### src/rtl/fsm_spw.sv
// fsm_spw: SpaceWire link-interface state machine sequencing receiver reset and transmitter modes
//  pclk/resetn         clock, asynchronous active-low reset
//  link_start          host start request (level)
//  auto_start          host auto-start on received NULL (level)
//  link_disable        host force link down (level, dominates start)
//  rx_error            receiver parity/escape error pulse
//  rx_got_bit          receiver bit strobe
//  rx_got_null/fct/nchar/time_code  receiver decoded-event pulses
//  rx_resetn           receiver reset, active-low
//  enable_tx           transmitter enabled
//  send_null_tx        transmitter may send NULLs
//  send_fct_tx         transmitter may send FCTs
//  fsm_state           0 ErrorReset, 1 ErrorWait, 2 Ready, 3 Started, 4 Connecting, 5 Run
module fsm_spw #(
  parameter int T_6U4   = 640,
  parameter int T_12U8  = 1280,
  parameter int T_DISC  = 85,
  parameter int TIMER_W = 12
) (
  input  logic       pclk,
  input  logic       resetn,
  input  logic       link_start,
  input  logic       auto_start,
  input  logic       link_disable,
  input  logic       rx_error,
  input  logic       rx_got_bit,
  input  logic       rx_got_null,
  input  logic       rx_got_fct,
  input  logic       rx_got_nchar,
  input  logic       rx_got_time_code,
  output logic       rx_resetn,
  output logic       enable_tx,
  output logic       send_null_tx,
  output logic       send_fct_tx,
  output logic [2:0] fsm_state
);
  localparam int DISC_W = $clog2(T_DISC + 1);
  typedef enum logic [2:0] {
    S_ERR_RESET  = 3'd0,
    S_ERR_WAIT   = 3'd1,
    S_READY      = 3'd2,
    S_STARTED    = 3'd3,
    S_CONNECTING = 3'd4,
    S_RUN        = 3'd5
  } state_t;
  state_t              state_q, state_d;
  logic [TIMER_W-1:0]  timer_q, timer_d;
  logic [DISC_W-1:0]   disc_q, disc_d;
  logic                got_null_q, got_null_d;
  logic                bit_seen_q, bit_seen_d;
  logic                rx_resetn_q, rx_resetn_d;
  logic                enable_tx_q, enable_tx_d;
  logic                send_fct_q, send_fct_d;
  logic                disc_err, err_any, ctl_err, t6_done, t12_done, in_reset;
  always_comb begin
    in_reset = state_q == S_ERR_RESET;
    t6_done  = timer_q == TIMER_W'(T_6U4 - 1);
    t12_done = timer_q == TIMER_W'(T_12U8 - 1);
    disc_err = bit_seen_q && disc_q >= DISC_W'(T_DISC);
    err_any  = rx_error | disc_err;
    ctl_err  = err_any | rx_got_fct | rx_got_nchar | rx_got_time_code;
    state_d  = S_ERR_RESET;
    case (state_q)
      S_ERR_RESET:  state_d = t6_done ? S_ERR_WAIT : S_ERR_RESET;
      S_ERR_WAIT:   state_d = ctl_err ? S_ERR_RESET : t12_done ? S_READY : S_ERR_WAIT;
      S_READY:      state_d = ctl_err ? S_ERR_RESET :
                              (!link_disable && (link_start || (auto_start && got_null_q))) ? S_STARTED : S_READY;
      S_STARTED:    state_d = (ctl_err || t12_done) ? S_ERR_RESET : got_null_q ? S_CONNECTING : S_STARTED;
      // FCT is the advancing event here, so it is excluded from the error set.
      S_CONNECTING: state_d = (err_any || rx_got_nchar || rx_got_time_code || t12_done) ? S_ERR_RESET :
                              rx_got_fct ? S_RUN : S_CONNECTING;
      S_RUN:        state_d = (err_any || link_disable) ? S_ERR_RESET : S_RUN;
      default:      state_d = S_ERR_RESET;
    endcase
    timer_d     = state_d != state_q ? '0 : &timer_q ? timer_q : timer_q + 1'b1;
    got_null_d  = in_reset ? 1'b0 : got_null_q | rx_got_null;
    bit_seen_d  = in_reset ? 1'b0 : bit_seen_q | rx_got_bit;
    disc_d      = (in_reset || rx_got_bit) ? '0 : &disc_q ? disc_q : disc_q + 1'b1;
    // Outputs follow the next state so they switch together with fsm_state.
    rx_resetn_d = state_d != S_ERR_RESET;
    enable_tx_d = state_d inside {S_STARTED, S_CONNECTING, S_RUN};
    send_fct_d  = state_d inside {S_CONNECTING, S_RUN};
  end
  always_ff @(posedge pclk or negedge resetn) begin
    if (!resetn) begin
      state_q     <= S_ERR_RESET;
      timer_q     <= '0;
      disc_q      <= '0;
      got_null_q  <= 1'b0;
      bit_seen_q  <= 1'b0;
      rx_resetn_q <= 1'b0;
      enable_tx_q <= 1'b0;
      send_fct_q  <= 1'b0;
    end else begin
      state_q     <= state_d;
      timer_q     <= timer_d;
      disc_q      <= disc_d;
      got_null_q  <= got_null_d;
      bit_seen_q  <= bit_seen_d;
      rx_resetn_q <= rx_resetn_d;
      enable_tx_q <= enable_tx_d;
      send_fct_q  <= send_fct_d;
    end
  end
  assign rx_resetn    = rx_resetn_q;
  assign enable_tx    = enable_tx_q;
  assign send_null_tx = enable_tx_q;
  assign send_fct_tx  = send_fct_q;
  assign fsm_state    = state_q;
endmodule

### config.mk
export PLATFORM = sky130hd
export DESIGN_NAME = fsm_spw
export DESIGN_NICKNAME = d
export VERILOG_FILES = /design/src/rtl/fsm_spw.sv
export SDC_FILE = /design/constraint.sdc
export NUM_CORES = 1
export LEC_CHECK = 0
export ABC_AREA = 1
export BUFFER_PORTS_ARGS = -buffer_cell sky130_fd_sc_hd__buf_2
export CORE_MARGIN = 2
export CORE_UTILIZATION = 50
export CTS_CLUSTER_DIAMETER = 100
export CTS_CLUSTER_SIZE = 10
export DETAILED_ROUTE_END_ITERATION = 16
export GPL_TIMING_DRIVEN = 0
export PLACE_DENSITY_LB_ADDON = 0.05
export SLEW_MARGIN = 20
export SYNTH_ARGS = -nofsm -noshare
export SYNTH_HDL_FRONTEND = slang
export SYNTH_SLANG_ARGS = --single-unit
### constraint.sdc
create_clock -name pclk -period 5.58 [get_ports pclk]
set_input_delay 0.279 -clock pclk [delete_from_list [all_inputs] [get_ports pclk]]
set_output_delay 0.279 -clock pclk [all_outputs]
set_load 0.05 [all_outputs]
* After elaboration in Yosys (flattened, before gate mapping) *
Cells that the tools add are included.

word-level totals
  memories = 0
  ROM bits = 0
  bits of input ports = 11
  register bits after elaboration = 27
  logic and storage cells = 64
  memory bits (writable) = 0
  bits in latches = 0
  output and inout port bits = 7

operators by class
  shifts and indexed selects = 0
  add/subtract/negate cells = 2
  bitwise operators = 6
  magnitude comparators = 1
  equality and inequality tests = 13
  divide/modulo/power cells = 0
  reductions and logical operators = 17
  multiplexer cells = 17
  multiply operators = 0

operator list
  kind                     number
  $mux W12                 2
  $pmux W3 S6              1
  $mux W7                  2
  $add A12 B1 Y12 const B  1
  $eq A12 B10 Y1 const B   1
  $eq A12 B11 Y1 const B   1
  $eq A3 B3 Y1 const B     4
  $mux W3                  4
  $reduce_and A12 Y1       1
  $eq A3 B2 Y1 const B     3
  $add A7 B1 Y7 const B    1
  $ge A7 B7 Y1 const B     1
  $logic_or A1 B1 Y1       7
  $reduce_and A7 Y1        1
  $mux W2                  3
  $or A1 B1 Y1             6
  $reduce_bool A3 Y1       2
  $mux W1                  5
  $ne A2 B2 Y1 const B     2
  $eq A3 B1 Y1 const B     1
  $logic_and A1 B1 Y1      3
  $logic_not A3 Y1         1
  $ne A3 B3 Y1             1
  $reduce_bool A2 Y1       1
  $logic_not A1 Y1         1

* Longest topological paths before layout *
  depth after elaboration = 11
  mapped depth = 17
  depth with buffers taken out = 16

* Worst setup path after synthesis *
OpenSTA, ideal clock, no wires.

  path type = register to register
  from = register state_q[0], in the netlist fsm_state[0]
  to = register timer_q[4]
  path buffers = 1
  clock period less this slack = 1.926 ns
  arrival = 1.804 ns
  library setup time = 0.122 ns
  slack = 3.654 ns
  cell stages (with the launch flop) = 13
  required time = 5.458 ns
  path through = dfrtp_1 -> inv_1 -> nor4_1 -> nand3_1 -> o21ai_2 -> nor2_2 -> nand2_1 -> nor2_2 -> nand2_1 -> nand2_1 -> nand2_2 -> buf_6 -> nor2_2

between the ends
  cells in the longest elaborated chain, start to end = 4
  elaborated cells on any way between the ends = 10
  classes of those cells = eq/ne: 7; mux: 2; reduce/logical: 1

RTL lines
  item                                                              line  RTL
  start, declared                                                   46    state_t state_q, state_d;
  start signal, assigned                                            95    state_q <= state_d;
  $eq A3 B3 Y1, or another cell as far along                        63    case (state_q)
  $pmux W3 S6                                                       63
  $ne A3 B3 Y1 (*)                                                  75    timer_d = state_d != state_q ? '0 : &timer_q ? timer_q : timer_q + 1'b1;
  $ne A2 B2 Y1 (no source line) / $mux W12 (equally long branches)  -
  end signal, assigned                                              96    timer_q <= timer_d;
  end, declared                                                     47    logic [TIMER_W-1:0] timer_q, timer_d;

Mark *: on every way between the ends. The rest lies on a longest branch, timed or not.
A chain may end at the register's enable or synchronous reset.

* Final worst setup path *
  from = register disc_q[1]
  to = register timer_q[10]

between the ends
  cells in the longest elaborated chain, start to end = 11
  elaborated cells on any way between the ends = 20
  classes of those cells = order compare: 1; eq/ne: 2; mux: 7; bitwise: 4; reduce/logical: 6

RTL lines
  item                                                              line  RTL
  start, declared                                                   48    logic [DISC_W-1:0] disc_q, disc_d;
  start signal, assigned                                            97    disc_q <= disc_d;
  $ge A7 B7 Y1 (*)                                                  59    disc_err = bit_seen_q && disc_q >= DISC_W'(T_DISC);
  $logic_and A1 B1 Y1 (*)                                           59
  $or A1 B1 Y1 (*)                                                  60    err_any = rx_error | disc_err;
  $or A1 B1 Y1 (*) (3 in series)                                    61    ctl_err = err_any | rx_got_fct | rx_got_nchar | rx_got_time_code;
  $logic_or A1 B1 Y1                                                68    S_STARTED: state_d = (ctl_err || t12_done) ? S_ERR_RESET : got_null_q ? S_CONNECTING : S_STARTED;
  $mux W3                                                           68
  $pmux W3 S6 (*)                                                   63
  net state_d[1]                                                    46
  $ne A3 B3 Y1 (*)                                                  75
  $ne A2 B2 Y1 (no source line) / $mux W12 (equally long branches)  -

Mark *: on every way through the listed nets, which the timed path passes. The rest lies on a longest branch.

==> results.toml <==
[timing]
setup_violations = 0
drv_slew = 0
period_share = 0.389
skew_ns = 0.00587
slew_headroom = 0.604
tightest_slew_ns = 0.594
rsz0062_at_grt = "false"
hold_viol = 0
fin_ws_ns = 3.41
max_freq_mhz = 461
min_period_ns = 2.17
tns_ns = 0

[floorplanning]
die_h_um = 59.8
die_x_um = 59.8
core_area_um2 = 3000
initial_core_util = 0.518
io_pins = 18
die_area_um2 = 3570
rows = 20

[logic_synthesis]
syn_area_per_cell_um2 = 7.98
yosysSeqAreaShare = 0.434
ys_ff_latch = 27
synth_flop_cell = "dfrtp_1"
synthArstFlopShare = 1.00
synth_nets = 209
yosys_warnings = 0
synth_cell_types = 28
synth_edf_count = 0
syn_area_um2 = 1560
netlist_instances = 195

[critical_path]
cp-start-kind = "flop"
slowest_stage = "dfrtp_1"
worstRegToRegCells = 16
rrSetupSlack_ns = 3.41
end_kind = "flop"
cp_num_cells = 16
path_delay_family = "simple AND/OR/NAND/NOR gates"
crit_required_ns = 5.85
rr_endpoint = "timer_q[10]$_DFFE_PN0P_"
worstPathCellList = "inv_1, ha_1, nor2_1, nand2_1, nand3_1, nand2_1, nand2_2, nand3_1, nor2_1, o21ai_1, nand2_2, nand2_1, a21oi_2, nand2_2, buf_6, nor2_2"
r2r_start = "disc_q[1]$_DFFE_PN0P_"
critPathMaxStageDelay_ns = 0.45
path_buf_inv = 2
crit_arrival_ns = 2.44
path_max_fanout = 10
crit_type = "flop to flop"

[power]
switchingPower_mw = 0.124
power_density_nw_per_um2 = 237
p_seq_frac = 0.616
power_frac_clock = 0.207
switching_share = 0.305
ir_drop_mv = 0.145
intPower_mw = 0.283
p_total_mw = 0.407
p_leak_nw = 0.852
combPwrFrac = 0.177

[global_route]
grt_usage = 0.178
grt-ovfl-total = 0
antenna_found_initial = 0
grt_pass1_vias = 1146
grt_max_degree = 28
grt_first_pass_wirelength_mm = 4.80

[detailed_routing]
dr.first_iter.drc_count = 51
detail_route.wl_per_cell_um = 11.5
totalWireLength_mm = 2.88
drc_errors = 0
vias = 1289
firstDrtPassIters = 4
ant_nets = 0
viasPerCell = 5.16

[placed_design]
place_congestion = 0.855
dp_slack_ns = 3.44
port_buffers = 17
dp_hpwl_mm = 2.28

[cts]
ctsHoldBuffers = 1
clock_sinks = 27
htreeDepth = 1
cts_made_buffers = 3
clk_path_buf_depth = 2
tritoncts = "yes"
post_cts_buffers = 0
root_buffer = "clkbuf_4"
worstSkewPairLatency_ns = 0.32
cts.clk_slew.worst_paths_ns = 0.14
ctsResizeCount = 0

[finish]
area_growth_pct = 10.5
drive_gt1_frac = 0.240
nets = 232
fill_cells = 315
diodes = 0
final_core_utilization = 0.572

[worst_hold_path]
hold_path_class = "primary input to flop"
whs_endpoint = "got_null_q$_DFF_PN0_"
min_path_cells = 3
hp-start = "rx_got_null"

[run]
maxCapViolations = 0

[run_status]
status = "finished clean"
-- stage by stage --
stage / area [um^2] / hold WS, ns / instances
5_1_grt: 1720 / 0.185 / 250
2_1_floorplan: 1560 / -0.0166 / 195
6_report: 1720 / 0.191 / 250
4_1_cts: 1720 / 0.185 / 250
3_5_place_dp: 1680 / 0.329 / 245
3_3_place_gp: 1680 / 0.319 / 245
-- power groups by stage --
| stage | Combinational [mW] | Clock, mW | Sequential, mW |
|---|---|---|---|
| after floorplan | 0.0576 | 0 | 0.247 |
| after global placement | 0.0699 | 0 | 0.252 |
| after detailed placement | 0.0735 | 0 | 0.254 |
| after CTS | 0.0740 | 0.0873 | 0.250 |
| after global routing | 0.0843 | 0.0965 | 0.254 |
| final | 0.0722 | 0.0842 | 0.251 |
-- worst min-delay path, stage by stage --
cell    delay [ns]
buf_2         0.08
nor2_1        0.03
nor2_1        0.09
-- Yosys cell counts, types with 2 or more instances --
cell type,number,area [um^2]
inv_1,26,97.6
nor4_1,3,18.8
xor2_1,6,52.6
inv_2,2,7.51
o21ai_0,7,35.0
a21oi_1,3,15.0
nand2_2,7,43.8
nor2_1,24,90.1
nand3_1,16,80.1
o21bai_1,2,15.0
o21ai_1,2,10.0
ha_1,3,37.5
nand2_1,24,90.1
nor3_1,12,60.1
dfrtp_1,27,676
a211oi_1,2,15.0
nand4_1,3,18.8
nor2_2,16,100
-- placed cells by master (no fill, tap or decap), types with 2 or more instances in the layout --
cell      count
clkbuf_4      3
dfrtp_1      27
o21ai_0       7
nand3_1      16
nand4_1       3
nor2_2       16
a211oi_1      2
nor3_1       12
a21oi_1       3
o21ai_1       2
nand2_1      24
nand2_2       7
o21bai_1      2
xor2_1        6
inv_2         2
ha_1          3
nor2_1       24
inv_1        26
nor4_1        3
buf_2        17
-- routing by layer --
metal / part of all wire / up-vias / track usage
li1: - / 670 / -
met1: 0.48 / 592 / 0.222
met2: 0.47 / 21 / 0.295
met3: 0.036 / 6 / 0.0368
met4: 0.018 / 0 / 0.0825
met5: 0 / - / 0
-- how the worst max path moves through the flow --
stage               slack [ns]                 endpoint                    from
floorplan                 3.65   timer_q[4]$_DFFE_PN0P_  fsm_state[0]$_DFF_PN0_
global placement          3.53   timer_q[1]$_DFFE_PN0P_   disc_q[0]$_DFFE_PN0P_
detailed placement        3.44  timer_q[10]$_DFFE_PN0P_   disc_q[1]$_DFFE_PN0P_
CTS                       3.40  timer_q[10]$_DFFE_PN0P_   disc_q[1]$_DFFE_PN0P_
global route              3.17  timer_q[10]$_DFFE_PN0P_   disc_q[1]$_DFFE_PN0P_
finish                    3.41  timer_q[10]$_DFFE_PN0P_   disc_q[1]$_DFFE_PN0P_
-- layout make-up --
cell class | instances | area [um^2] | area share
Tap cell | 33 | 41.3 | 0.0240
Timing Repair Buffer | 18 | 95.1 | 0.0554
Sequential cell | 27 | 676 | 0.393
Clock buffer | 4 | 26.3 | 0.0153
Inverter | 28 | 105 | 0.0612
Buffer | 2 | 18.8 | 0.0109
Multi-Input combinational cell | 138 | 756 | 0.440
-- registers in the layout, indices dropped and copies added, names as in the netlist --
name and cells:
fsm_state 3, rx_resetn 1, enable_tx 1, disc_q 7, bit_seen_q 1, timer_q 12
got_null_q 1, send_fct_tx 1
-- cells by family after synthesis --
group | count (synthesis) | share of synthesized area
AND/OR/NAND/NOR | 109 | 0.348
buffers and inverters | 30 | 0.0796
flip-flops | 27 | 0.434
AO/OA/AOI/OAI | 19 | 0.0740
XOR/XNOR | 6 | 0.0338
adder cells (fa/ha/maj) | 3 | 0.0241
multiplexers | 1 | 0.00644
Power figures use the tool's default switching activity.
